## src/rtl/fetch_pc_unit.sv

```systemverilog
// Instruction fetch stage: PC register, stall/backpressure, redirect with flush,
// end-of-program halt and a saturating fetch counter feeding a one-deep fetch/decode register.
module fetch_pc_unit #(
    parameter int               XLEN        = 32,
    parameter logic [XLEN-1:0]  RESET_PC    = '0,
    parameter logic [XLEN-1:0]  END_PC      = 'h1C,
    parameter bit               HALT_STICKY = 1'b0,
    parameter int               CNT_W       = 16
) (
    input  logic             clk,
    input  logic             reset,
    input  logic             stall,
    input  logic             redirect_valid,
    input  logic [XLEN-1:0]  redirect_pc,
    output logic [XLEN-1:0]  imem_addr,
    input  logic [31:0]      imem_rdata,
    output logic             out_valid,
    output logic [XLEN-1:0]  out_pc,
    output logic [31:0]      out_instr,
    output logic             halted,
    output logic             misalign_err,
    output logic [CNT_W-1:0] fetch_count
);

    // Handshake: stall is decode's ready-low. While stall=1 the output register,
    // pc and fetch_count hold (even when out_valid=0); an instruction in the
    // output register is consumed on every edge where out_valid=1 and stall=0.

    logic [XLEN-1:0]  pc;
    logic [XLEN-1:0]  pc_n;
    logic             out_valid_n;
    logic [XLEN-1:0]  out_pc_n;
    logic [31:0]      out_instr_n;
    logic             halted_n;
    logic             misalign_n;
    logic [CNT_W-1:0] fetch_count_n;

    assign imem_addr = pc;

    // Priority per edge: redirect > halted > stall > advance.
    always_comb begin
        pc_n          = pc;
        out_valid_n   = out_valid;
        out_pc_n      = out_pc;
        out_instr_n   = out_instr;
        halted_n      = halted;
        misalign_n    = 1'b0;
        fetch_count_n = fetch_count;

        if (redirect_valid) begin
            // Wrong-path flush: the held instruction is dropped, its payload kept.
            pc_n        = {redirect_pc[XLEN-1:2], 2'b00};
            out_valid_n = 1'b0;
            misalign_n  = (redirect_pc[1:0] != 2'b00);
            if (!HALT_STICKY) begin
                halted_n = 1'b0;
            end
        end else if (halted) begin
            if (!stall) begin
                out_valid_n = 1'b0;
            end
        end else if (!stall) begin
            out_pc_n    = pc;
            out_instr_n = imem_rdata;
            out_valid_n = 1'b1;
            if (!(&fetch_count)) begin
                fetch_count_n = fetch_count + CNT_W'(1);
            end
            if (pc == END_PC) begin
                halted_n = 1'b1;
            end else begin
                pc_n = pc + XLEN'(4);
            end
        end
    end

    always_ff @(posedge clk or posedge reset) begin
        if (reset) begin
            pc           <= RESET_PC;
            out_valid    <= 1'b0;
            out_pc       <= '0;
            out_instr    <= '0;
            halted       <= 1'b0;
            misalign_err <= 1'b0;
            fetch_count  <= '0;
        end else begin
            pc           <= pc_n;
            out_valid    <= out_valid_n;
            out_pc       <= out_pc_n;
            out_instr    <= out_instr_n;
            halted       <= halted_n;
            misalign_err <= misalign_n;
            fetch_count  <= fetch_count_n;
        end
    end

endmodule

```

## config.mk

```make
export PLATFORM = sky130hd
export DESIGN_NAME = fetch_pc_unit
export DESIGN_NICKNAME = d
export VERILOG_FILES = /design/src/rtl/fetch_pc_unit.sv
export SDC_FILE = /design/constraint.sdc
export NUM_CORES = 1
export LEC_CHECK = 0
export CELL_PAD_IN_SITES_DETAIL_PLACEMENT = 1
export CELL_PAD_IN_SITES_GLOBAL_PLACEMENT = 2
export CORE_MARGIN = 8
export CORE_UTILIZATION = 30
export CTS_BUF_LIST = sky130_fd_sc_hd__clkbuf_4 sky130_fd_sc_hd__clkbuf_8
export CTS_CLUSTER_DIAMETER = 100
export DETAILED_ROUTE_END_ITERATION = 12
export PLACE_DENSITY = 0.95
export SYNTH_ARGS = -nofsm -noshare
export SYNTH_HDL_FRONTEND = slang
export SYNTH_SLANG_ARGS = --single-unit
export TNS_END_PERCENT = 5
```

## constraint.sdc

```tcl
create_clock -name clk -period 7.4 [get_ports clk]
set_clock_uncertainty 0.05 [all_clocks]
set_input_delay 1.48 -clock clk [delete_from_list [all_inputs] [get_ports clk]]
set_output_delay 1.48 -clock clk [all_outputs]
set_load 0.02 [all_outputs]
```

==> impl_results.md <==
* Least-Margin Pin Slew at 0.9875 ns
* CORE AREA at 15940 sq um
* EDFF count, synth at 0
* Grt ovf at 0
* Final Cycle Share at 0.4795
* Avg WL per Cell at about 19 um
* CTS tree: built
* Placed cells at roughly 800
* CP max FO at 14
* Die ar. at between 20000 and 25000 sq um
* CP startpoint kind: input port
* HP Class: reg2reg
* H-tree depth at 3
* Longest Clk Path Bufs at 2
* CTS root buffer: clkbuf_8
* # IOs at 183
* CP Data Required Time at 7.60 ns
* Critical path class: in2reg
* Total Wirelength at 15390 um
* FP Rows at 46
* Sequential area share after synthesis at 0.5659
* Syn-to-layout area delta at 44.07%
* Reg clk slew, reported paths at approximately 0.11 ns
* Flip-flop and latch area at 2778 sq um
* Max_cap viols at 0
* Die height at 143.9 um
* Outcome: complete, no violations
* Fmax at roughly 280 MHz
* Number of routed nets with antenna violations at 0
* Vias in the first global route at 4361
* CTS sink count at 111
* Post-CTS Setup Bufs at 0
* CTS Hold Bufs at 0
* Area share of the largest cell type after synthesis at 0.5659
* Via density at 4.788
* Netlist cell types at 31
* GRT Overall Usage at 0.1492
* Critical Path End Type: flop
* YS warnings at 0
* Unrepaired setup endpoints after global routing: false
* Final nets at 662
* Ys async rst share at 1.000
* Pin count of the biggest net entering global routing at slightly below 80
* Initial antenna violation count at 0
* Via count at 3893
* PostCTS Resize Cnt at 0
* Cell area after synthesis at 4908 sq um
* Gpl congestion at 0.8116
* # port buffers at 178
* Layout cells sized above 1 at 0.1474
* Gate count after technology mapping at approximately 420
* TNS Setup at 0 ns
* First-pass GRT wire length at 24090 um
* #FFs+latches synth at between 100 and 150
* Antenna cell count at 0
* Max Slew Vio Count at 0
* Number of hold violations in the final report at 0
* Fin crit period at 3.548 ns
* Average size of a mapped cell at 11.71 sq um
* DR iter-0 viols at 170
* HPWL after DPL at 11700 um
* Power Dens Cells at 227.9 nW/um^2
* Leading area contributor after synthesis: dfrtp_1
* Cell leakage power at approximately 2.9 nW
* Fillers at 1717
* Pre-antenna DRT Iters at 4
* WP data arrival at 3.75 ns
* Post-synth top flop: dfrtp_1
* Die Wd at ~140 um
* Worst-Skew Late Latency at about 0.39 ns
* TritonCTS buffer count at 9
* Worst IR Drop VDD at 114.8 uV
* Area of the multi-input gates at between 2000 and 2500 sq um
* Synth area leaders: dfrtp_1 (57%), mux2_2 (14%), xor2_1 (5.4%), nand2_1 (3.4%), o21ai_0 (3.2%)
* DRC Markers at 0
* Initial Util at 0.3079
* Slew HR at 0.3417
* Final Instance Count excl. Fillers at just over 800
* Final Setup Violations at 0
worst max-delay path, cell delays in order:
cell and delay (ns):
clkdlybuf4s50_1 0.55, nor2_1 0.59, and4_1 0.63, nand3b_1 0.19
xnor2_1 0.20, o21ai_0 0.10
synthesized netlist by cell type (3+ instances only):
master	number
nand4_1	17
o21ai_0	31
nor3_1	10
o211ai_1	5
nand3_1	17
buf_2	11
xor2_1	30
clkbuf_1	9
nor4_1	10
nor2_1	13
xnor2_1	14
inv_1	7
and2_1	4
nand2_1	45
buf_4	4
dfrtp_1	111
mux2_2	62
and4_1	3
cell usage in the layout (no fill, tap or decap), drive strengths merged:
| cell type | count |
|---|---|
| o211ai | 5 |
| buf | 6 |
| o21a | 1 |
| dfrtp | 111 |
| nand3b | 1 |
| or4 | 1 |
| o2111ai | 2 |
| and2 | 4 |
| nor2 | 13 |
| clkdlybuf4s50 | 177 |
| nand4 | 18 |
| xnor2 | 14 |
| clkinvlp | 2 |
| mux2 | 62 |
| clkbuf | 11 |
| a21oi | 1 |
| and3 | 2 |
| ha | 2 |
| nor4 | 11 |
| conb | 4 |
| nand4b | 1 |
| mux2i | 1 |
| inv | 7 |
| o21ai | 31 |
| or3 | 1 |
| nand2 | 45 |
| clkinv | 3 |
| nand3 | 17 |
| and4 | 3 |
| nor3 | 10 |
| xor2 | 30 |
final cells by class:
type / instances / share of cell area
multi-input combinational: 280 / 0.2831
sequential: 111 / 0.3928
inverter: 7 / 0.004069
clock buffer: 11 / 0.02052
clock inverter: 5 / 0.004777
timing repair buffer: 183 / 0.2565
tap: 216 / 0.03822
routing by layer:
layer	up-vias	GRT usage	routed length, um
li1	1813	-	-
met1	1941	0.1708	6425
met2	122	0.2593	7621
met3	17	0.04380	1092
met4	0	0.05257	250
met5	-	0	0
per-stage QoR:
stage / hold WS [ns] / utilization / worst slack [ns] / area [sq um] / power, mW
finish: 0.4641 / 0.4436 / 3.852 / 7072 / 1.611
global route: 0.4744 / 0.4436 / 3.707 / 7072 / 1.697
detailed placement: 0.4451 / 0.4324 / 3.478 / 6893 / 1.288
global placement: 0.4376 / 0.4324 / 3.631 / 6893 / 1.266
CTS: 0.4660 / 0.4436 / 3.910 / 7072 / 1.639
floorplan: 0.5453 / - / 2.939 / 4920 / 1.008
state kept, by name, indices dropped and copies added, names as in the netlist:
signal and cells:
halted 1, out_valid 1, out_pc 30, fetch_count 16
imem_addr 30, out_instr 32, misalign_err 1
report_power, final:
| group | total (mW) | switching (mW) | internal [mW] |
|---|---|---|---|
| Clock | 0.345 | 0.210 | 0.135 |
| Sequential | 0.780 | 0.0867 | 0.693 |
| Combinational | 0.486 | 0.234 | 0.252 |
| Total | 1.61 | 0.531 | 1.08 |
kinds of logic (layout without fill, tap and decap cells):
kind of cell             count (synthesis)  after routing  share of synthesized area
AO/OA/AOI/OAI                           40             40                    0.04537
XOR/XNOR                                44             44                    0.07851
adder cells (fa/ha/maj)                  2              2                   0.005097
buffers and inverters                   31            206                    0.02957
flip-flops                             111            111                     0.5659
multiplexers                            63             63                     0.1443
other                                    1              4                  0.0007640
AND/OR/NAND/NOR                        127            127                     0.1305
path summary, 6_finish.rpt:
kind / startpoint / endpoint / slack [ns] / depth (start not counted)
min in group asynchronous: reset / out_instr[29]$_DFFE_PP0P_ / 1.42 / 2
worst min register to register: out_instr[12]$_DFFE_PP0P_ / out_instr[12]$_DFFE_PP0P_ / 0.46 / 1
worst max register to register: halted$_DFF_PP0_ / imem_addr[22]$_DFFE_PP0P_ / 5.06 / 5
worst min-delay path: out_instr[12]$_DFFE_PP0P_ / out_instr[12]$_DFFE_PP0P_ / 0.46 / 1
worst max-delay path: stall / imem_addr[22]$_DFFE_PP0P_ / 3.85 / 6
max in group asynchronous: reset / fetch_count[5]$_DFFE_PP0P_ / 4.54 / 3
No activity file was read; power rests on OpenSTA's default activity.
